File: config.mk
export PLATFORM = sky130hd
export DESIGN_NAME = pdm_cic_decimator
export DESIGN_NICKNAME = d
export VERILOG_FILES = /design/src/rtl/pdm_cic_decimator.sv
export SDC_FILE = /design/constraint.sdc
export NUM_CORES = 1
export LEC_CHECK = 0
export BUFFER_PORTS_ARGS = -buffer_cell sky130_fd_sc_hd__clkbuf_2
export CORE_ASPECT_RATIO = 1.4
export CORE_UTILIZATION = 40
export CTS_CLUSTER_SIZE = 8
export DETAILED_ROUTE_END_ITERATION = 7
export GPL_TIMING_DRIVEN = 0
export PLACE_DENSITY_LB_ADDON = 0.2
export SLEW_MARGIN = 10
export SYNTH_ARGS = -nofsm -noshare
export SYNTH_HDL_FRONTEND = slang
export SYNTH_SLANG_ARGS = --single-unit
File: constraint.sdc
create_clock -name clk -period 5.5 [get_ports clk]
set_input_delay 1.1 -clock clk [delete_from_list [all_inputs] [get_ports clk]]
set_output_delay 1.1 -clock clk [all_outputs]
set_load 0.1 [all_outputs]
File: src/rtl/pdm_cic_decimator.sv
// rtl/pdm_cic_decimator.sv - third-order CIC decimator, 1-bit PDM to signed OUT_W-bit PCM at clk/DECIM
// Optional macro PDM_SYNC_EN inserts a 2-flop synchronizer on pdm (adds 2 clks of latency).
module pdm_cic_decimator #(
  parameter int DECIM = 1024,
  parameter int OUT_W = 16
) (
  input  logic                    clk,
  input  logic                    rst_n,
  input  logic                    en,
  input  logic                    pdm,
  output logic signed [OUT_W-1:0] smp,
  output logic                    smp_vld,
  output logic                    sat,
  output logic                    settled
);
  localparam int L     = $clog2(DECIM);
  localparam int ACC_W = 3*L + 2;
  localparam int SHIFT = 3*L + 1 - OUT_W;
  localparam logic [L-1:0] CNT_MAX = L'(DECIM - 1);
  localparam logic signed [ACC_W-1:0] MAX_POS = ACC_W'((64'sd1 <<< (OUT_W-1)) - 64'sd1);

  logic pdm_bit;

`ifdef PDM_SYNC_EN
  logic [1:0] sync_q, sync_d;

  always_comb begin
    sync_d = {sync_q[0], pdm};
  end

  always_ff @(posedge clk or negedge rst_n) begin
    if (!rst_n) sync_q <= '0;
    else        sync_q <= sync_d;
  end

  assign pdm_bit = sync_q[1];
`else
  assign pdm_bit = pdm;
`endif

  logic signed [ACC_W-1:0] x_in;
  logic signed [ACC_W-1:0] i1_q, i1_d, i2_q, i2_d, i3_q, i3_d;
  logic signed [ACC_W-1:0] d_q, d_d, dly1_q, dly1_d;
  logic signed [ACC_W-1:0] c1_q, c1_d, dly2_q, dly2_d;
  logic signed [ACC_W-1:0] c2_q, c2_d, dly3_q, dly3_d;
  logic signed [ACC_W-1:0] c3_q, c3_d;
  logic signed [ACC_W-1:0] shifted;
  logic [L-1:0]            cnt_q, cnt_d;
  logic [3:0]              stg_q, stg_d;
  logic signed [OUT_W-1:0] smp_q, smp_d;
  logic                    smp_vld_q, smp_vld_d;
  logic                    sat_q, sat_d;
  logic [1:0]              pcnt_q, pcnt_d;
  logic                    settled_q, settled_d;
  logic                    clip;

  assign x_in    = pdm_bit ? ACC_W'(1) : '1;
  assign shifted = c3_q >>> SHIFT;
  assign clip    = shifted > MAX_POS;

  // stg_q[k] marks which comb stage holds the frame in flight; everything freezes with en=0
  always_comb begin
    i1_d      = i1_q;
    i2_d      = i2_q;
    i3_d      = i3_q;
    cnt_d     = cnt_q;
    d_d       = d_q;
    dly1_d    = dly1_q;
    c1_d      = c1_q;
    dly2_d    = dly2_q;
    c2_d      = c2_q;
    dly3_d    = dly3_q;
    c3_d      = c3_q;
    stg_d     = stg_q;
    smp_d     = smp_q;
    smp_vld_d = 1'b0;
    sat_d     = 1'b0;
    pcnt_d    = pcnt_q;
    settled_d = settled_q;
    if (en) begin
      i1_d  = i1_q + x_in;
      i2_d  = i2_q + i1_q;
      i3_d  = i3_q + i2_q;
      cnt_d = cnt_q + L'(1);
      stg_d = {stg_q[2:0], 1'b0};
      if (stg_q[0]) begin
        c1_d   = d_q - dly1_q;
        dly1_d = d_q;
      end
      if (stg_q[1]) begin
        c2_d   = c1_q - dly2_q;
        dly2_d = c1_q;
      end
      if (stg_q[2]) begin
        c3_d   = c2_q - dly3_q;
        dly3_d = c2_q;
      end
      if (stg_q[3]) begin
        smp_d     = clip ? MAX_POS[OUT_W-1:0] : shifted[OUT_W-1:0];
        sat_d     = clip;
        smp_vld_d = 1'b1;
        if (!settled_q) begin
          if (pcnt_q == 2'd2) settled_d = 1'b1;
          else                pcnt_d    = pcnt_q + 2'd1;
        end
      end
      if (cnt_q == CNT_MAX) begin
        d_d      = i3_q;
        stg_d[0] = 1'b1;
      end
    end
  end

  always_ff @(posedge clk or negedge rst_n) begin
    if (!rst_n) begin
      i1_q      <= '0;
      i2_q      <= '0;
      i3_q      <= '0;
      cnt_q     <= '0;
      d_q       <= '0;
      dly1_q    <= '0;
      c1_q      <= '0;
      dly2_q    <= '0;
      c2_q      <= '0;
      dly3_q    <= '0;
      c3_q      <= '0;
      stg_q     <= '0;
      smp_q     <= '0;
      smp_vld_q <= 1'b0;
      sat_q     <= 1'b0;
      pcnt_q    <= '0;
      settled_q <= 1'b0;
    end else begin
      i1_q      <= i1_d;
      i2_q      <= i2_d;
      i3_q      <= i3_d;
      cnt_q     <= cnt_d;
      d_q       <= d_d;
      dly1_q    <= dly1_d;
      c1_q      <= c1_d;
      dly2_q    <= dly2_d;
      c2_q      <= c2_d;
      dly3_q    <= dly3_d;
      c3_q      <= c3_d;
      stg_q     <= stg_d;
      smp_q     <= smp_d;
      smp_vld_q <= smp_vld_d;
      sat_q     <= sat_d;
      pcnt_q    <= pcnt_d;
      settled_q <= settled_d;
    end
  end

  assign smp     = smp_q;
  assign smp_vld = smp_vld_q;
  assign sat     = sat_q;
  assign settled = settled_q;

endmodule

Word level (Yosys, flattened, before mapping)

Cells that the tools add are included.

Equality and inequality tests: 2
Reductions and logical operators: 6
Multiplexer cells: 9
Add/sub/neg operators: 8
Order comparisons: 1
Bitwise gates (word level): 2

Operators with widths:

| cell                  | number |
|---|---|
| $add 32x32->32        | 3 |
| $sub 32x32->32        | 3 |
| $mux 32               | 1 |
| $gt 17x16->1 const B  | 1 |
| $mux 16               | 1 |
| $add 10x1->10 const B | 1 |
| $eq 10x10->1 const B  | 1 |
| $reduce_and 2->1      | 5 |
| $mux 1                | 7 |
| $reduce_and 4->1      | 1 |
| $add 2x1->2 const B   | 1 |
| $eq 2x2->1 const B    | 1 |
| $not 1->1             | 2 |

Input bits: 4
Flip-flop bits (word level): 355
Logic and storage cells: 45

Logic depth before layout (Yosys ltp)

Gate-level depths: netlist (run 1).

Depth after elaboration: 3
Gate-level depth with buffers: 12
Gate-level depth less buffers: 12

Least setup slack after synthesis (run 1)

Ideal clock, no wire load.

Path kind: input port to flip-flop
Start point: in pdm
End point: reg i1_q[31]
Buffers on the path: 0
Cell stages on the path: 11
Arrival: 3.782 ns
Setup slack: 1.638 ns
Data required time: 5.420 ns
Setup time: 0.080 ns
Path through: inv_1 -> ha_1 -> o211ai_1 -> o211ai_1 -> a41o_1 -> o211ai_2 -> o211ai_2 -> or3b_1 -> mux2i_1 -> o31ai_1 -> xnor2_1

Word-level cells in the longest chain between the ends: 2

Ends and longest elaborated chain:

| element              | RTL line | RTL |
|---|---|---|
| from (decl)          | 10       | `input logic pdm,` |
| $mux 32              | 57       | `assign x_in = pdm_bit ? ACC_W'(1) : '1;` |
| $add 32x32->32       | 81       | `i1_d = i1_q + x_in;` |
| to (signal assigned) | 134      | `i1_q <= i1_d;` |
| to (decl)            | 42       | `logic signed [ACC_W-1:0] i1_q, i1_d, i2_q, i2_d, i3_q, i3_d;` |

Every way passes these cells.
A chain may end at the register's enable or synchronous reset.

Worst setup path in the final report (run 1)

Start point: in pdm
End point: reg i1_q[29]

Same word-level chain as after synthesis.

==> metrics.md, run 1 <==
| Metric | Value |
|---|---|
| Die width | `199 µm` |
| Layout Cells excl Fill | `3097` |
| Power Density | `531 mW/mm²` |
| Reg-to-reg endpoint | `i2_q[30]$_DFFE_PN0P_` |
| Post-synth EDFFs | `0` |
| Gpl congestion | `0.903` |
| WHS | `0.460 ns` |
| Reg2reg path depth | `11` |
| Synth top area share | `0.390` |
| Final net count | `2574` |
| Hold path depth | `1` |
| CTS tree | `yes` |
| Syn_nets | `2499` |
| Starting Density | `0.407` |
| Area leader, netlist | `dfrtp_1` |
| P_leak | `11.3 nW` |
| Fill count | `5265` |
| Setup TNS | `0 ns` |
| Reg2reg setup slack | `2.03 ns` |
| Worst Path Max Fanout | `31` |
| Max rail drop VDD | `0.272 mV` |
| Flops & latches, synth | `340` |
| Crit Path Category | `in2reg` |
| Reg2reg start | `i1_q[0]$_DFFE_PN0P_` |
| Final Hold Fails | `0` |
| Routed WL | `51400 µm` |
| Post-synthesis sequential area ratio | `0.390` |
| Clk Latency, worst-skew pair | `0.59 ns` |
| Final Setup Violations | `0` |
| IO Port Bufs | `22` |
| Most used cell, CP | `o211ai_1` |
| Cell variety after synth | `87` |
| # clock sinks | `340` |
| Worst setup margin | `0.891 ns` |
| Rows | `100` |
| Post-Syn Area | `0.0218 mm²` |
| Max_cap viols | `0` |
| Hold-fix buffers, CTS | `0` |
| Ys async rst share | `1.00` |
| Crit path to | `i1_q[29]$_DFFE_PN0P_` |
| Post-placement setup slack | `0.332 ns` |
| Largest net degree at the start of global routing | `99` |
| Final period utilization | `0.838` |
| Final min period | `4.61 ns` |
| Vias | `16800` |
| Final Max Tran Viols | `0` |
| Initial antenna violation count | `0` |
| Postcts setup bufs | `0` |
| Yosys Warn Count | `0` |
| Avg Inst Size Synth | `9.47 µm²` |
| Diode count | `0` |
| Top Ports | `23` |
| CP cell instances | `clkbuf_2 -> inv_1 -> ha_1 -> o211ai_1 -> o211ai_1 -> a41o_1 -> a21oi_1 -> o21a_1 -> nor3_1 -> nor4b_1 -> o31a_1 -> o31ai_1` |
| Ranking of synthesized cells by area | `dfrtp_1 39%, ha_1 11%, mux2_2 6.8%` |
| Worst Setup SP | `pdm` |
| CP Data Required Time | `5.93 ns` |
| CTS root buffer | `clkbuf_16` |
| DR WL/cell | `16.6 µm` |
| Synth-to-Final Area Change | `10.8%` |
| DRT iter0 DRCs | `534` |
| Core box area | `0.0536 mm²` |
| Dpl cells | `3043` |
| Die H | `278 µm` |
| Crit path DAT | `5.04 ns` |
| Antenna Nets Post-Route | `0` |
| Run status | `finished, final reports clean` |
| Unrepaired setup endpoints after global routing | `false` |
| Ys flop type | `dfrtp_1` |
| Worst setup SP type | `primary input` |
| Register Area | `0.00851 mm²` |
| First-pass GRT wire length | `83800 µm` |
| Max Freq | `217 MHz` |
| Share of cells above drive strength 1 | `0.103` |
| CTS clock-pin slew for the worst setup and hold paths | `0.06 ns` |
| Router iterations before antenna repair | `5` |
| DP HPWL | `39400 µm` |
| Slew HR | `0.179` |
| Multi-input gate area | `0.0125 mm²` |
| Max clock buf depth | `3` |
| Gr ovfl total | `0` |
| Worst path max stage delay | `0.95 ns` |
| Design Power | `0.0128 W` |
| Syn Inst Count | `2304` |
| PostCTS Resize Cnt | `0` |
| Htree depth | `2` |
| Total GRT Usage | `0.189` |
| Final worst clock skew | `0.0226 ns` |
| Via density | `5.42` |
| Die area | `0.0555 mm²` |
| Slowest stage cell, crit path | `inv_1` |
| Critical Path Sink Type | `register` |
| Residual DRC count | `0` |
| Worst Hold Class | `reg2reg` |
| Worst-margin pin slew | `1.23 ns` |
| CTS Buf Count | `48` |
| Vias in the first global route | `17300` |
-- sequential cells by signal (all words and copies together), names as in the netlist --
name / cells
dly2_q: 32
i1_q: 32
dly3_q: 32
cnt_q: 10
settled: 1
smp_vld: 1
c1_q: 32
sat: 1
d_q: 32
pcnt_q: 2
i3_q: 32
i2_q: 32
c2_q: 32
dly1_q: 32
c3_q: 17
smp: 16
stg_q: 4
-- logic make-up (layout without fill, tap and decap cells) --
kind of cell               Yosys count  in the layout  synth area share
xor gates and xnor gates           156            156            0.0626
buffers and inverters              222            301            0.0390
muxes                              137            137            0.0704
adders and majority gates          191            191             0.111
DFF                                340            340             0.390
and+or+nand+nor                    547            547             0.115
AOI/OAI and AO/OA                  711            711             0.211
-- metrics by stage --
step                 util  instance area, µm²
detailed placement  0.428               22900
CTS                 0.451               24200
floorplan               -               21800
global route        0.451               24200
global placement    0.426               22800
finish              0.451               24200
-- critical path: cells and delay by family --
kind            cells  cell delay [ns]
compound gates      7             1.39
fa+ha+maj           1             0.40
buf+inv             2             1.18
simple gates        2             0.96
-- report_power, final --
part	switching (W)	total, W	internal, W
combinational	0.00369	0.00666	0.00297
clock	0.00106	0.00263	0.00157
sequential	0.000460	0.00355	0.00309
-- layout make-up --
| cell class | count | share of cell area |
|---|---|---|
| multi-input combinational | 1742 | 0.515 |
| tap | 714 | 0.0369 |
| inverter | 142 | 0.0220 |
| sequential | 340 | 0.352 |
| buffer | 80 | 0.0131 |
| clock buffer | 52 | 0.0516 |
| clock inverter | 2 | 0.000724 |
| timing repair buffer | 25 | 0.00833 |
-- cell usage after synthesis (all sizes together) (41+ instances only) --
| cell type | number |
|---|---|
| a21o | 107 |
| a21oi | 161 |
| clkbuf | 72 |
| dfrtp | 340 |
| ha | 186 |
| inv | 140 |
| mux2 | 131 |
| nand2 | 266 |
| nand3 | 41 |
| nor2 | 91 |
| o21ai | 226 |
| xnor2 | 91 |
| xor2 | 65 |
-- worst min-delay path by stage --
stage	endpoint	slack, ns	from
6_report	i3_q[31]$_DFFE_PN0P_	0.46	i3_q[31]$_DFFE_PN0P_
5_1_grt	i3_q[31]$_DFFE_PN0P_	0.49	i3_q[31]$_DFFE_PN0P_
4_1_cts	i3_q[31]$_DFFE_PN0P_	0.47	i3_q[31]$_DFFE_PN0P_
3_5_place_dp	i3_q[31]$_DFFE_PN0P_	0.46	i3_q[31]$_DFFE_PN0P_
3_3_place_gp	cnt_q[9]$_DFFE_PN0P_	0.45	cnt_q[9]$_DFFE_PN0P_
2_1_floorplan	i3_q[31]$_DFFE_PN0P_	0.44	i3_q[31]$_DFFE_PN0P_
-- layout by cell type (no fill, tap or decap), types with 20 or more instances in the layout --
master       n
nand3_1     41
xnor2_1     91
a21oi_1    158
o21a_1      21
clkbuf_2    21
a31oi_1     22
nor2b_1     20
a21o_1     107
inv_1      140
nor2_1      91
nor3_1      22
o21ai_1     36
nand4_1     26
dfrtp_1    340
mux2_2     131
ha_1       186
clkbuf_1    73
o211ai_1    21
clkbuf_16   49
xor2_1      65
o21ai_0    188
nand2_1    265
-- routing by layer --
layer / global-route usage / part of all wire
met4: 0.0996 / 0.050
met1: 0.189 / 0.38
met2: 0.370 / 0.54
met5: 0 / 0
met3: 0.0250 / 0.024
Power figures use the tool's default switching activity.
==> run 2, diff against run 1 <==
ABC_AREA = 1   (was default)
clock period = 4.3 ns   (was 5.5 ns; I/O delays follow)
==> run 2 against run 1 <==
Net effect: combinational power is 18% higher; wire length rose by 58%; largest power group unchanged; die area grew 20%; critical endpoint unchanged.
==> metrics.md, run 2 <==
| Metric | Value |
|---|---|
| Worst setup margin | `1.40 ns (+0.507 ns)` |
| Multi-input gate area | `0.0146 mm² (+17%)` |
| Unrepaired setup endpoints after global routing | `false` |
| IO Port Bufs | `21 (-4.5%)` |
| Clk Latency, worst-skew pair | `0.58 ns (about the same)` |
| Ys async rst share | `1.00 (unchanged)` |
| Crit path DAT | `3.36 ns (-1.68 ns)` |
| Gr ovfl total | `0 (unchanged)` |
| Hold-fix buffers, CTS | `0 (unchanged)` |
| Max_cap viols | `0 (unchanged)` |
| Slew HR | `0.337 (+0.158)` |
| Slowest stage cell, crit path | `inv_2` |
| P_leak | `16.9 nW (+49%)` |
| Crit Path Category | `in2reg` |
| Power Density | `541 mW/mm² (+1.9%)` |
| Starting Density | `0.406 (-0.00130)` |
| DP HPWL | `66600 µm (+69%)` |
| Routed WL | `81300 µm (+58%)` |
| Die width | `218 µm (+9.5%)` |
| Post-Syn Area | `0.0262 mm² (+20%)` |
| Synth top cells by count | `1682 x nand2_1, 752 x inv_1, 340 x dfrtp_1, 258 x nor2_1, 247 x nand3_1` |
| Yosys Warn Count | `0 (unchanged)` |
| Post-placement setup slack | `0.823 ns (+0.492 ns)` |
| Top Ports | `23 (unchanged)` |
| Syn_nets | `4311 (+73%)` |
| Register Area | `0.00851 mm² (unchanged)` |
| CTS Buf Count | `48 (unchanged)` |
| Area leader, netlist | `dfrtp_1` |
| Final Hold Fails | `0 (unchanged)` |
| Design Power | `0.0156 W (+21%)` |
| Critical Path Sink Type | `register` |
| Max rail drop VDD | `0.363 mV (+34%)` |
| Worst Path Max Fanout | `30 (-3.2%)` |
| Post-synthesis sequential area ratio | `0.325 (-0.0654)` |
| Final min period | `2.90 ns` |
| Max clock buf depth | `3 (unchanged)` |
| First-pass GRT wire length | `128000 µm (+52%)` |
| Count leader, synth | `nand2_1` |
| CTS tree | `yes` |
| Commonest non-fill, non-tap cell in the layout | `nand2_1` |
| Worst Hold Class | `in2async` |
| Residual DRC count | `0 (unchanged)` |
| Share of cells above drive strength 1 | `0.0274 (-0.0758)` |
| Final worst clock skew | `0.0152 ns (-0.00740 ns)` |
| Total GRT Usage | `0.248 (+0.0591)` |
| Ys flop type | `dfrtp_1` |
| CTS clock-pin slew for the worst setup and hold paths | `0.05 ns (about the same)` |
| Antenna Nets Post-Route | `0 (unchanged)` |
| Initial antenna violation count | `0 (unchanged)` |
| Ranking of synthesized cells by area | `dfrtp_1 32%, nand2_1 24%, inv_1 11%` |
| Rows | `110 (+10%)` |
| Core box area | `0.0645 mm² (+21%)` |
| Final period utilization | `0.675` |
| Final Setup Violations | `0 (unchanged)` |
| Avg Inst Size Synth | `6.37 µm² (-33%)` |
| Flops & latches, synth | `340 (unchanged)` |
| Reg2reg start | `i2_q[0]$_DFFE_PN0P_` |
| Vias in the first global route | `25000 (+45%)` |
| # clock sinks | `340 (unchanged)` |
| Synth top area share | `0.325 (-0.0654)` |
| CTS root buffer | `clkbuf_16` |
| Router iterations before antenna repair | `5 (unchanged)` |
| Worst path max stage delay | `0.56 ns (-0.39 ns)` |
| Most frequent cells in the layout | `1682 x nand2_1, 751 x inv_1, 340 x dfrtp_1` |
| Htree depth | `2 (unchanged)` |
| Via density | `4.87 (-10%)` |
| Most used cell, CP | `nand2_1` |
| PostCTS Resize Cnt | `0 (unchanged)` |
| Worst-margin pin slew | `0.995 ns (-0.235 ns)` |
| Cell variety after synth | `33 (-62%)` |
| Largest net degree at the start of global routing | `84 (-15%)` |
| Syn Inst Count | `4116 (+79%)` |
| Die H | `305 µm (+9.5%)` |
| Worst Setup SP | `pdm` |
| Post-synth EDFFs | `0 (unchanged)` |
| Final Max Tran Viols | `0 (unchanged)` |
| Run status | `finished, final reports clean` |
| Worst setup SP type | `primary input` |
| Die area | `0.0666 mm² (+20%)` |
| CP Data Required Time | `4.76 ns (-1.17 ns)` |
| Fill count | `6954 (+32%)` |
| Vias | `24500 (+46%)` |
| DRT iter0 DRCs | `957 (+79%)` |
| Max Freq | `345 MHz` |
| Diode count | `0 (unchanged)` |
| Final net count | `4386 (+70%)` |
| Synth-to-Final Area Change | `9.78%` |
| DR WL/cell | `16.1 µm (-2.6%)` |
| Postcts setup bufs | `0 (unchanged)` |
| Gpl congestion | `0.937 (+3.8%)` |
| CP cell instances | `clkbuf_2 -> inv_2 -> ha_1 -> nand2_1 -> nor2_1 -> and3_1 -> nand2_1 -> nand2_1 -> nand2_1 -> nand2_1 -> nand2_1 -> nand3_1 -> nand2_1` |
run 2: cell count changes after synthesis, moves of 36 or more:
| cell | change |
|---|---|
| xor2_1 | -52 |
| a21o_1 | -100 |
| mux2_2 | -126 |
| nor2_1 | +167 |
| inv_1 | +612 |
| nand3b_1 | +46 |
| nand2_1 | +1417 |
| nand3_1 | +206 |
| o21ai_1 | -36 |
run 2: per-stage QoR:
step	utilization	cell area [µm²]	std cells	setup TNS (ns)	hold slack, ns
3_3_place_gp	0.424	27400	4977	-1820.82	0.456
4_1_cts	0.446	28800	5035	0	0.209
6_report	0.446	28800	5035	0	0.214
2_1_floorplan	-	26200	4116	0	0.435
3_5_place_dp	0.426	27500	4981	0	0.459
5_1_grt	0.446	28800	5035	0	0.230
run 2: worst paths after layout:
kind	end	slack [ns]	depth (start not counted)
min in group clk	stg_q[1]$_DFFE_PN0P_	0.47	2
min	dly3_q[3]$_DFFE_PN0P_	0.21	1
max reg2reg	i3_q[30]$_DFFE_PN0P_	1.78	12
max	i1_q[29]$_DFFE_PN0P_	1.40	13
min reg2reg	stg_q[1]$_DFFE_PN0P_	0.47	2
max in group asynchronous	dly1_q[25]$_DFFE_PN0P_	2.59	4
run 2: final cells by class:
class,instances,share of cell area
multi-input combinational,2953,0.507
sequential,340,0.296
inverter,755,0.0985
clock buffer,53,0.0442
tap,840,0.0365
buffer,68,0.00974
timing repair buffer,25,0.00778
clock inverter,1,0.000565
run 2: layer usage:
metal  GRT usage  share of wire  vias up
met5           0              0        -
met4       0.171          0.076        0
met3      0.0247          0.022      229
met2       0.517           0.57      371
met1       0.210           0.34    11100
li1            -              -    12800
run 2: worst max-delay path: cells and delay by family:
family / cells / cell delay (ns)
AND/OR/NAND/NOR: 10 / 1.37
buffers and inverters: 2 / 0.77
adder cells (fa/ha/maj): 1 / 0.32
run 2: cell families (layout without fill, tap and decap cells):
group / after synthesis / count (layout) / synth area share
flops: 340 / 340 / 0.325
mux: 20 / 20 / 0.0107
simple gates: 2300 / 2300 / 0.355
compound gates: 364 / 364 / 0.0726
fa+ha+maj: 191 / 191 / 0.0926
buf+inv: 823 / 902 / 0.119
xor+xnor: 78 / 78 / 0.0261
run 2: power by group:
group	switching [W]	total, W	internal (W)
sequential	0.000553	0.00428	0.00372
clock	0.00137	0.00342	0.00205
combinational	0.00512	0.00789	0.00277
==> run 3, diff against run 2 <==
ABC_AREA = 0   (was 1)
clock period = 2.7 ns   (was 4.3 ns; I/O delays follow)
==> run 3 against run 2 <==
Net effect: the run now ends with negative setup slack left; register-to-register slack worse by 2.1 ns; total power rose by 90%; first-iteration DRC count decreased by 43%; clock skew increased by 0.0012 ns; critical endpoint is now i3_q[30]$_DFFE_PN0P_; highest routed layer unchanged.
==> metrics.md, run 3 (synthesis gave the netlist of run 1 again) <==
| Metric | Value |
|---|---|
| Run status | `complete, but fails checks` |
| Failing checks | `negative setup slack` |
| Slew HR | `0.260 (-0.0771)` |
| Initial antenna violation count | `0 (unchanged)` |
| Worst setup SP type | `register` |
| Final Hold Fails | `0 (unchanged)` |
| Worst setup margin | `-0.348 ns (-1.75 ns)` |
| Antenna Nets Post-Route | `0 (unchanged)` |
| Final Max Tran Viols | `0 (unchanged)` |
| Share of cells above drive strength 1 | `0.211 (+0.184)` |
| Largest net degree at the start of global routing | `99 (+18%)` |
| DP HPWL | `39400 µm (-41%)` |
| CTS root buffer | `clkbuf_16` |
| Placement Cell Area | `0.0229 mm² (-17%)` |
| Max clock buf depth | `3 (unchanged)` |
| Most frequent cells in the layout | `332 x dfrtp_1, 259 x nand2_1, 179 x o21ai_0` |
| Final net count | `2666 (-39%)` |
| # clock sinks | `340 (unchanged)` |
| Worst Hold Class | `in2async` |
| Gpl congestion | `0.901 (-3.9%)` |
| Crit path DAT | `3.46 ns (+0.10 ns)` |
| DR WL/cell | `17.0 µm (+5.5%)` |
| Dpl cells | `3043 (-39%)` |
| Final min period | `3.05 ns` |
| Clk Latency, worst-skew pair | `0.57 ns (about the same)` |
| Die area | `0.0555 mm² (-17%)` |
| CTS clock-pin slew for the worst setup and hold paths | `0.05 ns (about the same)` |
| Critical Path Sink Type | `register` |
| Hold-fix buffers, CTS | `0 (unchanged)` |
| Worst path max stage delay | `0.39 ns (-0.17 ns)` |
| Unrepaired setup endpoints after global routing | `true` |
| Total GRT Usage | `0.198 (-0.0505)` |
| Max rail drop VDD | `0.550 mV (+51%)` |
| Starting Density | `0.407 (+0.00130)` |
| Die H | `278 µm (-8.7%)` |
| Routed WL | `54300 µm (-33%)` |
| Synth-to-Final Area Change | `20.4%` |
| Top Ports | `23 (unchanged)` |
| First-pass GRT wire length | `87900 µm (-31%)` |
| Via density | `5.44 (+12%)` |
| Htree depth | `2 (unchanged)` |
| Rows | `100 (-9.1%)` |
| Commonest non-fill, non-tap cell in the layout | `dfrtp_1` |
| Crit Path Category | `reg2reg` |
| Slowest stage cell, crit path | `dfrtp_1` |
| Die width | `199 µm (-8.7%)` |
| Max Freq | `328 MHz` |
| Switching Fraction | `0.404 (-0.0485)` |
| Core box area | `0.0536 mm² (-17%)` |
| Multi-input gate area | `0.0137 mm² (-6.0%)` |
| CP Data Required Time | `3.12 ns (-1.64 ns)` |
| CTS tree | `yes` |
| Post-layout util | `0.490 (+0.0445)` |
| Gr ovfl total | `0 (unchanged)` |
| Diode count | `0 (unchanged)` |
| Pint | `0.0177 W (+110%)` |
| Clock Power Share | `0.181 (-0.038)` |
| Power Density | `1130 mW/mm² (+110%)` |
| Comb power frac | `0.573 (+0.067)` |
| Fill count | `5047 (-27%)` |
| Design Power | `0.0297 W (+90%)` |
| IO Port Bufs | `22 (+4.8%)` |
| Final worst clock skew | `0.0163 ns (+0.00117 ns)` |
| DRT iter0 DRCs | `543 (-43%)` |
| Layout Cells excl Fill | `3190 (-37%)` |
| Post-placement setup slack | `-1.95 ns (-2.77 ns)` |
| Vias in the first global route | `17900 (-28%)` |
| Residual DRC count | `0 (unchanged)` |
| Final Setup Violations | `35 (+35)` |
| Final period utilization | `1.13` |
| Vias | `17400 (-29%)` |
| Switching Power | `0.0120 W (+70%)` |
| Design area | `0.0263 mm² (-8.8%)` |
| CP cell instances | `ha_2 -> fa_2 -> a21o_1 -> a221oi_4 -> a22oi_2 -> a41o_1 -> o311ai_4 -> a21oi_2 -> o211ai_1 -> mux2i_1 -> o311ai_1` |
| Register Area | `0.00852 mm² (+0.12%)` |
| P_leak | `12.1 nW (-28%)` |
| Max_cap viols | `0 (unchanged)` |
| Share of power burned in registers | `0.247 (-0.027)` |
| Worst-margin pin slew | `1.11 ns (+0.116 ns)` |
| Router iterations before antenna repair | `5 (unchanged)` |
| Worst Path Max Fanout | `2 (-93%)` |
| CTS Buf Count | `48 (unchanged)` |
[run 3: worst max-delay path: cells and delay by family, from the launching register on]
| family | cells | cell delay, ns |
|---|---|---|
| AO/OA/AOI/OAI | 8 | 1.72 |
| adder cells (fa/ha/maj) | 2 | 0.54 |
| flip-flops | 1 | 0.39 |
| multiplexers | 1 | 0.23 |
[run 3: layout make-up]
| cell class | count | share of cell area |
|---|---|---|
| Clock inverter | 1 | 0.000619 |
| Multi-Input combinational cell | 1742 | 0.522 |
| Timing Repair inverter | 1 | 0.000286 |
| Inverter | 142 | 0.0204 |
| Buffer | 71 | 0.0111 |
| Clock buffer | 54 | 0.0482 |
| Timing Repair Buffer | 125 | 0.0387 |
| Tap cell | 714 | 0.0340 |
| Sequential cell | 340 | 0.324 |
[run 3: per-stage QoR]
stage	setup TNS [ns]	hold slack (ns)
CTS	-3.70	0.0713
finish	-5.05	0.0371
global route	-8.39	0.0905
floorplan	-5.57	0.244
detailed placement	-141.78	0.458
global placement	-2305.98	0.452
[run 3: path summary, 6_finish.rpt]
| kind | startpoint | to | slack [ns] | cells past startpoint |
|---|---|---|---|---|
| min in group clk | en | cnt_q[4]$_DFFE_PN0P_ | 0.32 | 3 |
| max reg2reg | i3_q[0]$_DFFE_PN0P_ | i3_q[30]$_DFFE_PN0P_ | -0.35 | 11 |
| min | rst_n | dly3_q[2]$_DFFE_PN0P_ | 0.04 | 1 |
| max in group asynchronous | rst_n | i2_q[31]$_DFFE_PN0P_ | 0.97 | 4 |
| max | i3_q[0]$_DFFE_PN0P_ | i3_q[30]$_DFFE_PN0P_ | -0.35 | 11 |
| min reg2reg | cnt_q[9]$_DFFE_PN0P_ | cnt_q[9]$_DFFE_PN0P_ | 0.46 | 1 |
[run 3: power groups by stage]
stage,sequential [W],combinational [W],clock [W]
after floorplan,0.00752,0.0106,0
after global placement,0.00728,0.0131,0
after detailed placement,0.00732,0.0135,0
after CTS,0.00729,0.0155,0.00553
after global routing,0.00750,0.0185,0.00574
final,0.00732,0.0170,0.00537
[run 3: metal layers]
metal / wire, µm / track usage
met1: 20500 / 0.201
met2: 29300 / 0.378
met3: 1420 / 0.0280
met4: 3070 / 0.113
met5: 0 / 0
[run 3: what timing repair did]
| action | in CTS | in global routing |
|---|---|---|
| pin swaps | 82 | 99 |
| setup buffers | 71 | 31 |
| gates cloned | 1 | 0 |
| setup endpoints to repair | 142 | 93 |
| gates resized for setup | 152 | 109 |
